===== config.mk =====
export PLATFORM = sky130hd
export DESIGN_NAME = vga_pixel_pipeline_flat
export DESIGN_NICKNAME = d
export VERILOG_FILES = /design/src/rtl/vga_pkg.sv /design/src/rtl/vga_pixel_pipeline_if.sv /design/src/rtl/vga_delay_line.sv /design/src/rtl/vga_pixel_pipeline.sv /design/src/flat_wrapper.sv
export SDC_FILE = /design/constraint.sdc
export NUM_CORES = 1
export LEC_CHECK = 0
export BUFFER_PORTS_ARGS = -buffer_cell sky130_fd_sc_hd__clkbuf_2
export CORE_AREA = 2 2 69 71
export CTS_CLUSTER_SIZE = 10
export DETAILED_ROUTE_END_ITERATION = 10
export DIE_AREA = 0 0 71 73
export MAX_ROUTING_LAYER = met4
export PLACE_DENSITY = 0.77
export SETUP_SLACK_MARGIN = 0.5
export SYNTH_ARGS = -nofsm -noshare
export SYNTH_HDL_FRONTEND = slang
export SYNTH_HIERARCHICAL = 1
export SYNTH_SLANG_ARGS = --single-unit

===== constraint.sdc =====
create_clock -name clk -period 2.28 [get_ports clk]
set_clock_uncertainty 0.15 [all_clocks]
set_input_delay 0 -clock clk [delete_from_list [all_inputs] [get_ports clk]]
set_output_delay 0 -clock clk [all_outputs]
set_load 0.05 [all_outputs]

===== src/rtl/vga_pkg.sv =====
// Shared types and colour mapping for the VGA pixel pipeline.
// Optional macro VGA_PIPE_LUT_EN: map iteration counts through the 16-entry
// PALETTE ROM instead of the default bit-slice colour map.
package vga_pkg;

  // Widest iteration count the colour helper accepts; callers zero-extend.
  localparam int ITER_W_MAX = 16;

  typedef struct packed {
    logic [3:0] r;
    logic [3:0] g;
    logic [3:0] b;
  } rgb12_t;

  // Fixed palette: dark blue through cyan and yellow to white.
  localparam rgb12_t PALETTE [16] = '{
    12'h001, 12'h013, 12'h025, 12'h037,
    12'h059, 12'h07B, 12'h09D, 12'h0BF,
    12'h4DF, 12'h8FF, 12'hBFC, 12'hEF8,
    12'hFE4, 12'hFC2, 12'hFA0, 12'hFFF
  };

  // Iteration count to colour; points that hit the limit are inside the set (black).
  function automatic rgb12_t iter_to_rgb(input logic [ITER_W_MAX-1:0] iter,
                                         input logic [ITER_W_MAX-1:0] max_iter);
    rgb12_t c;
    c = '0;
    if (iter != max_iter) begin
`ifdef VGA_PIPE_LUT_EN
      c = PALETTE[iter[3:0]];
`else
      c.r = iter[3:0];
      c.g = iter[5:2];
      c.b = iter[7:4];
`endif
    end
    return c;
  endfunction

endpackage


===== src/rtl/vga_pixel_pipeline_if.sv =====
// Framebuffer read port: the pipeline drives the strobe and address,
// the framebuffer returns the iteration count a fixed latency later.
interface vga_pixel_pipeline_if #(
  parameter int ADDR_BITS = 17,
  parameter int ITER_BITS = 8
);
  logic                 fb_rd_en;
  logic [ADDR_BITS-1:0] fb_rd_addr;
  logic [ITER_BITS-1:0] fb_rd_data;

  modport master (output fb_rd_en, output fb_rd_addr, input fb_rd_data);
  modport slave  (input fb_rd_en, input fb_rd_addr, output fb_rd_data);
endinterface


===== src/rtl/vga_delay_line.sv =====
// Fixed-depth shift register with a per-bit reset value, used to carry the
// timing-generator sync/active bits alongside the framebuffer fetch.
module vga_delay_line #(
  parameter int               WIDTH       = 1,
  parameter int               DEPTH       = 1,
  parameter logic [WIDTH-1:0] RESET_VALUE = '0
) (
  input  logic             clk,
  input  logic             rst,
  input  logic [WIDTH-1:0] din,
  output logic [WIDTH-1:0] dout
);

  logic [WIDTH-1:0] stage_q [DEPTH];
  logic [WIDTH-1:0] stage_d [DEPTH];

  // Next state: new sample enters stage 0, everything else moves one deeper.
  always_comb begin
    stage_d[0] = din;
    for (int i = 1; i < DEPTH; i++) begin
      stage_d[i] = stage_q[i-1];
    end
  end

  // Shift register with asynchronous reset to the configured idle pattern.
  always_ff @(posedge clk or posedge rst) begin
    if (rst) begin
      for (int i = 0; i < DEPTH; i++) begin
        stage_q[i] <= RESET_VALUE;
      end
    end else begin
      for (int i = 0; i < DEPTH; i++) begin
        stage_q[i] <= stage_d[i];
      end
    end
  end

  assign dout = stage_q[DEPTH-1];

endmodule


===== src/rtl/vga_pixel_pipeline.sv =====
// VGA pixel pipeline: turns timing-generator counters into framebuffer reads,
// maps iteration counts to 12-bit RGB and realigns syncs with the colour.
// Latency from timing inputs to outputs is 2 + RD_LATENCY cycles.
// Optional macro VGA_PIPE_LUT_EN selects the palette colour map (see vga_pkg).
module vga_pixel_pipeline
  import vga_pkg::*;
#(
  parameter int BITWIDTH    = 11,
  parameter int H_RES       = 640,
  parameter int V_RES       = 480,
  parameter int SCALE_SHIFT = 1,
  parameter int ADDR_BITS   = 17,
  parameter int ITER_BITS   = 8,   // must not exceed ITER_W_MAX
  parameter int RD_LATENCY  = 2
) (
  input  logic                 clk,
  input  logic                 rst,
  input  logic [BITWIDTH-1:0]  vga_x,
  input  logic [BITWIDTH-1:0]  vga_y,
  input  logic                 video_active_in,
  input  logic                 vga_hsync_in,
  input  logic                 vga_vsync_in,
  input  logic [ITER_BITS-1:0] max_iter,
  vga_pixel_pipeline_if.master fb,
  output logic [3:0]           vga_r,
  output logic [3:0]           vga_g,
  output logic [3:0]           vga_b,
  output logic                 vga_hsync,
  output logic                 vga_vsync,
  output logic                 video_active
);

  localparam int L         = 2 + RD_LATENCY;
  localparam int FB_W      = H_RES >> SCALE_SHIFT;
  // The colour stage register is the last of the L stages.
  localparam int DLY_DEPTH = L - 1;
  localparam logic [BITWIDTH-1:0] Y_MASK = BITWIDTH'((1 << SCALE_SHIFT) - 1);

  logic                 fb_rd_en_q, fb_rd_en_d;
  logic [ADDR_BITS-1:0] fb_rd_addr_q, fb_rd_addr_d;
  logic [ADDR_BITS-1:0] row_base_q, row_base_d;

  logic [2:0]           sync_dly;     // {hsync, vsync, active} at depth L-1
  rgb12_t               rgb_q, rgb_d;
  logic                 hsync_q, hsync_d;
  logic                 vsync_q, vsync_d;
  logic                 active_q, active_d;

  // Address stage: linear framebuffer address from a running row base (no multiply).
  always_comb begin
    fb_rd_en_d   = video_active_in;
    fb_rd_addr_d = row_base_q + ADDR_BITS'(vga_x >> SCALE_SHIFT);
    row_base_d   = row_base_q;
    // First blanking pixel of a line: step to the next framebuffer row once
    // every 2^SCALE_SHIFT screen lines, and rewind after the last visible line.
    if (vga_x == BITWIDTH'(H_RES)) begin
      if (vga_y == BITWIDTH'(V_RES - 1)) begin
        row_base_d = '0;
      end else if ((vga_y < BITWIDTH'(V_RES - 1)) && ((vga_y & Y_MASK) == Y_MASK)) begin
        row_base_d = row_base_q + ADDR_BITS'(FB_W);
      end
    end
  end

  // Address stage registers.
  always_ff @(posedge clk or posedge rst) begin
    if (rst) begin
      fb_rd_en_q   <= 1'b0;
      fb_rd_addr_q <= '0;
      row_base_q   <= '0;
    end else begin
      fb_rd_en_q   <= fb_rd_en_d;
      fb_rd_addr_q <= fb_rd_addr_d;
      row_base_q   <= row_base_d;
    end
  end

  // Syncs idle high, active idles low.
  vga_delay_line #(
    .WIDTH      (3),
    .DEPTH      (DLY_DEPTH),
    .RESET_VALUE(3'b110)
  ) u_sync_dly (
    .clk (clk),
    .rst (rst),
    .din ({vga_hsync_in, vga_vsync_in, video_active_in}),
    .dout(sync_dly)
  );

  // Colour stage: read data arrives aligned with the delayed active flag.
  always_comb begin
    rgb_d    = '0;
    hsync_d  = sync_dly[2];
    vsync_d  = sync_dly[1];
    active_d = sync_dly[0];
    if (sync_dly[0]) begin
      rgb_d = iter_to_rgb(ITER_W_MAX'(fb.fb_rd_data), ITER_W_MAX'(max_iter));
    end
  end

  // Colour stage registers, the final stage of every delayed signal.
  always_ff @(posedge clk or posedge rst) begin
    if (rst) begin
      rgb_q    <= '0;
      hsync_q  <= 1'b1;
      vsync_q  <= 1'b1;
      active_q <= 1'b0;
    end else begin
      rgb_q    <= rgb_d;
      hsync_q  <= hsync_d;
      vsync_q  <= vsync_d;
      active_q <= active_d;
    end
  end

  assign fb.fb_rd_en   = fb_rd_en_q;
  assign fb.fb_rd_addr = fb_rd_addr_q;
  assign vga_r         = rgb_q.r;
  assign vga_g         = rgb_q.g;
  assign vga_b         = rgb_q.b;
  assign vga_hsync     = hsync_q;
  assign vga_vsync     = vsync_q;
  assign video_active  = active_q;

endmodule


===== src/flat_wrapper.sv =====
// flat-port wrapper written by rule: the top's interface ports become plain ports
module vga_pixel_pipeline_flat import vga_pkg::*;
#(
  parameter int BITWIDTH    = 11,
  parameter int H_RES       = 640,
  parameter int V_RES       = 480,
  parameter int SCALE_SHIFT = 1,
  parameter int ADDR_BITS   = 17,
  parameter int ITER_BITS   = 8,                                
  parameter int RD_LATENCY  = 2
)
  (clk, rst, vga_x, vga_y, video_active_in, vga_hsync_in, vga_vsync_in, max_iter, vga_r, vga_g, vga_b, vga_hsync, vga_vsync, video_active, fb_fb_rd_en, fb_fb_rd_addr, fb_fb_rd_data);
  vga_pixel_pipeline_if #(.ADDR_BITS(ADDR_BITS), .ITER_BITS(ITER_BITS)) fb_i ();
  input  logic clk;
  input  logic rst;
  input  logic [BITWIDTH-1:0] vga_x;
  input  logic [BITWIDTH-1:0] vga_y;
  input  logic video_active_in;
  input  logic vga_hsync_in;
  input  logic vga_vsync_in;
  input  logic [ITER_BITS-1:0] max_iter;
  output logic [3:0] vga_r;
  output logic [3:0] vga_g;
  output logic [3:0] vga_b;
  output logic vga_hsync;
  output logic vga_vsync;
  output logic video_active;
  output wire logic [$bits(fb_i.fb_rd_en)-1:0] fb_fb_rd_en;
  output wire logic [$bits(fb_i.fb_rd_addr)-1:0] fb_fb_rd_addr;
  input wire logic [$bits(fb_i.fb_rd_data)-1:0] fb_fb_rd_data;
  assign fb_fb_rd_en = fb_i.fb_rd_en;
  assign fb_fb_rd_addr = fb_i.fb_rd_addr;
  assign fb_i.fb_rd_data = fb_fb_rd_data;
  vga_pixel_pipeline #(.BITWIDTH(BITWIDTH), .H_RES(H_RES), .V_RES(V_RES), .SCALE_SHIFT(SCALE_SHIFT), .ADDR_BITS(ADDR_BITS), .ITER_BITS(ITER_BITS), .RD_LATENCY(RD_LATENCY)) u_core (.clk(clk), .rst(rst), .vga_x(vga_x), .vga_y(vga_y), .video_active_in(video_active_in), .vga_hsync_in(vga_hsync_in), .vga_vsync_in(vga_vsync_in), .max_iter(max_iter), .fb(fb_i), .vga_r(vga_r), .vga_g(vga_g), .vga_b(vga_b), .vga_hsync(vga_hsync), .vga_vsync(vga_vsync), .video_active(video_active));
endmodule

==> results.toml <==
[setup_path]
critPathArrivalTime_ns = 1.89
reg2reg_slack_ns = 0.42
worstReg2RegStart = "u_core/row_base_q[7]$_DFFE_PP0P_"
critPathMaxFanout = 5
path_cells = "ha_4 > o211ai_1 > or3_1 > a211o_1 > a22o_1"
start_kind = "flip-flop"
crit_start = "u_core/row_base_q[7]$_DFFE_PP0P_"
worst-setup-path-type = "reg -> reg"
worstSetupEndpointType = "flip-flop"
cp_data_required_time_ns = 2.31
cpMaxStageDelayCell = "dfrtp_1"
ff2ff_path_depth = 5
max_stage_delay_ns = 0.43

[layout]
area_delta_synth_final_pct = 38.0
antenna_cells = 0
nets = 322
layout-drive-gt1-share = 0.393

[yosys]
netlist_top_cells_count = "dfrtp_1, xor2_1, and2_1, nor2_1, dfstp_2"
ys_seq_elements = 49
synth.largest_area_cell = "dfrtp_1"
syn_nets = 222
ys_warn_count = 6
synth_cell_types = 39
synth_most_common_cell = "dfrtp_1"
synth_top_area_share = 0.491
synthCells = 174
ys_top_cells_by_area = "dfrtp_1, dfstp_2, xor2_1"
synth_edf_count = 0
syn_avg_cell_area_um2 = 12.0
seq_area_frac_synth = 0.592
netlist_area_um2 = 2090
ys.flop_type = "dfrtp_1"
async_reset_ff_frac = 1.00

[power]
vdd_drop_max_mv = 0.219
p_per_area_nw_per_um2 = 567
p_leak_nw = 1.40

[drt]
num_vias = 1695
first_pass_iters = 4
drtIter0Drc = 83
wl_per_cell_um = 12.9
drt-total-wl_um = 4250
via_per_inst = 5.15
drc = 0
ant_nets = 0

[grt]
grt_overflow = 0
grtUsageTotal = 0.177
grt_pass1_vias = 1585
grt_max_degree = 24
antenna_found_initial = 0
grt_pass1_wl_um = 6910

[sta]
fin_setup_tns_ns = 0
layout_setup_ws_ns = 0.423
setup_viol = 0
rsz0062_at_grt = "true"
hold_viol = 0
timing.slew.headroom = 0.510
fin_crit_sh = 0.814
period_minus_slack_ns = 1.86
worst-slew-pin-transition_ns = 0.734
maxSlewViolCount = 0
max_freq_ghz = 0.539

[placement]
gp_congestion = 0.787
dp_hpwl_um = 2950
portBuffers = 75
dpl_worst_slack_ns = 0.399

[worst_hold_path]
hp-class = "in -> async"

[cts]
h-tree-depth = 2
cts_buffer_depth = 2
insertion_delay_ns = 0.29
clkSinkCount = 49
cts_root_buf = "clkbuf_8"
cts_tree = "built"
path_clk_slew_ns = 0.09
numCtsBuffers = 5

[floorplan]
die_area_um2 = 5180
initial_core_util = 0.461
core_area_um2 = 4540
rows = 25
fp.dieH_um = 73
pin_count = 76
die_x_um = 71

[job]
cap_violations = 0

[status]
status = "completed"
-- layout make-up --
cell class              count  area [um2]
clock buffers               6        72.6
clock inverters             2        15.0
fillers                   352        1650
inverters                   6        22.5
multi-input cells         107         800
flip-flops and latches     49        1240
well taps                  54        67.6
repair buffers            105         668
-- kinds of logic after synthesis --
family                     after synthesis  synth area share
adders and majority gates                5            0.0299
AOI/OAI and AO/OA                       29             0.105
and+or+nand+nor                         54             0.149
muxes                                    2            0.0102
xor gates and xnor gates                17            0.0713
DFF                                     49             0.592
buffers and inverters                   18            0.0431
-- where the power goes --
group	switching [mW]	leakage (nW)	internal (mW)
logic	0.151	0.776	0.0868
clock network	0.272	0.0374	0.216
registers	0.00807	0.589	0.902
total	0.431	1.40	1.20
-- stage by stage --
stage	instances	instance area [um2]	utilization	total power [mW]	hold slack, ns
after floorplan	174	2090	-	1.06	-0.326
after global placement	296	2520	0.555	1.13	-0.194
after detailed placement	296	2520	0.555	1.14	-0.186
after CTS	328	2860	0.630	1.66	0.0436
after global routing	329	2880	0.636	1.71	0.0668
final	329	2880	0.636	1.64	0.0428
-- path summary, 6_finish.rpt --
kind	endpoint
hold / removal	u_core/u_sync_dly/stage_d[3]$_DFF_PP0_
setup reg to reg	u_core/row_base_q[16]$_DFFE_PP0P_
min in group clk	u_core/row_base_q[7]$_DFFE_PP0P_
hold reg to reg	u_core/u_sync_dly/stage_d[0]$_DFF_PP0_
max in group asynchronous	u_core/vga_hsync$_DFF_PP1_
setup / recovery	u_core/row_base_q[16]$_DFFE_PP0P_
-- metal layers --
layer | part of all wire | track usage | vias to the layer above
met1 | 0.41 | 0.207 | 796
li1 | - | - | 819
met2 | 0.52 | 0.304 | 76
met4 | 0.012 | 0.0566 | 0
met5 | 0 | - | -
met3 | 0.056 | 0.0387 | 4
-- worst max-delay path: cells and delay by family (launching register included) --
kind,cells,cell delay [ns]
DFF,1,0.43
AOI/OAI and AO/OA,3,0.63
and+or+nand+nor,1,0.35
adders and majority gates,1,0.18
-- state kept, by name, summed over array words and instances (netlist names) --
signal,cells
u_core/row_base_q,11
u_core/u_sync_dly/dout,3
u_core/vga_b,4
u_core/fb.fb_rd_en,1
u_core/u_sync_dly/stage_d,6
u_core/vga_g,2
u_core/vga_hsync,1
u_core/video_active,1
u_core/vga_r,2
u_core/vga_vsync,1
u_core/fb.fb_rd_addr,17
-- layout by cell type (no fill, tap or decap), types with 2 or more instances in the layout --
cell	count
a211o_1	5
a211oi_1	3
a22o_1	6
and2_1	10
and4_1	2
buf_4	7
clkbuf_2	75
clkbuf_8	5
clkinvlp_4	2
dfrtp_1	39
dfrtp_2	2
dfstp_2	8
dlygate4sd3_1	22
ha_1	4
inv_1	6
nand2_1	5
nand3_1	4
nand4_1	6
nor2_1	9
nor3_1	4
nor3b_1	2
nor4_1	4
o211ai_1	2
o21ai_0	4
o22ai_1	2
xnor2_1	3
xor2_1	14
-- what timing repair did --
action                                  4_1_cts  5_1_grt
hold buffers                                 22        0
pin swaps                                     1        3
hold endpoints to repair                     48        0
buffers inserted                              2        1
endpoints found under the setup margin        8        9
gates resized for setup                       3        6
Note: power is estimated with default switching activity, not from simulation.
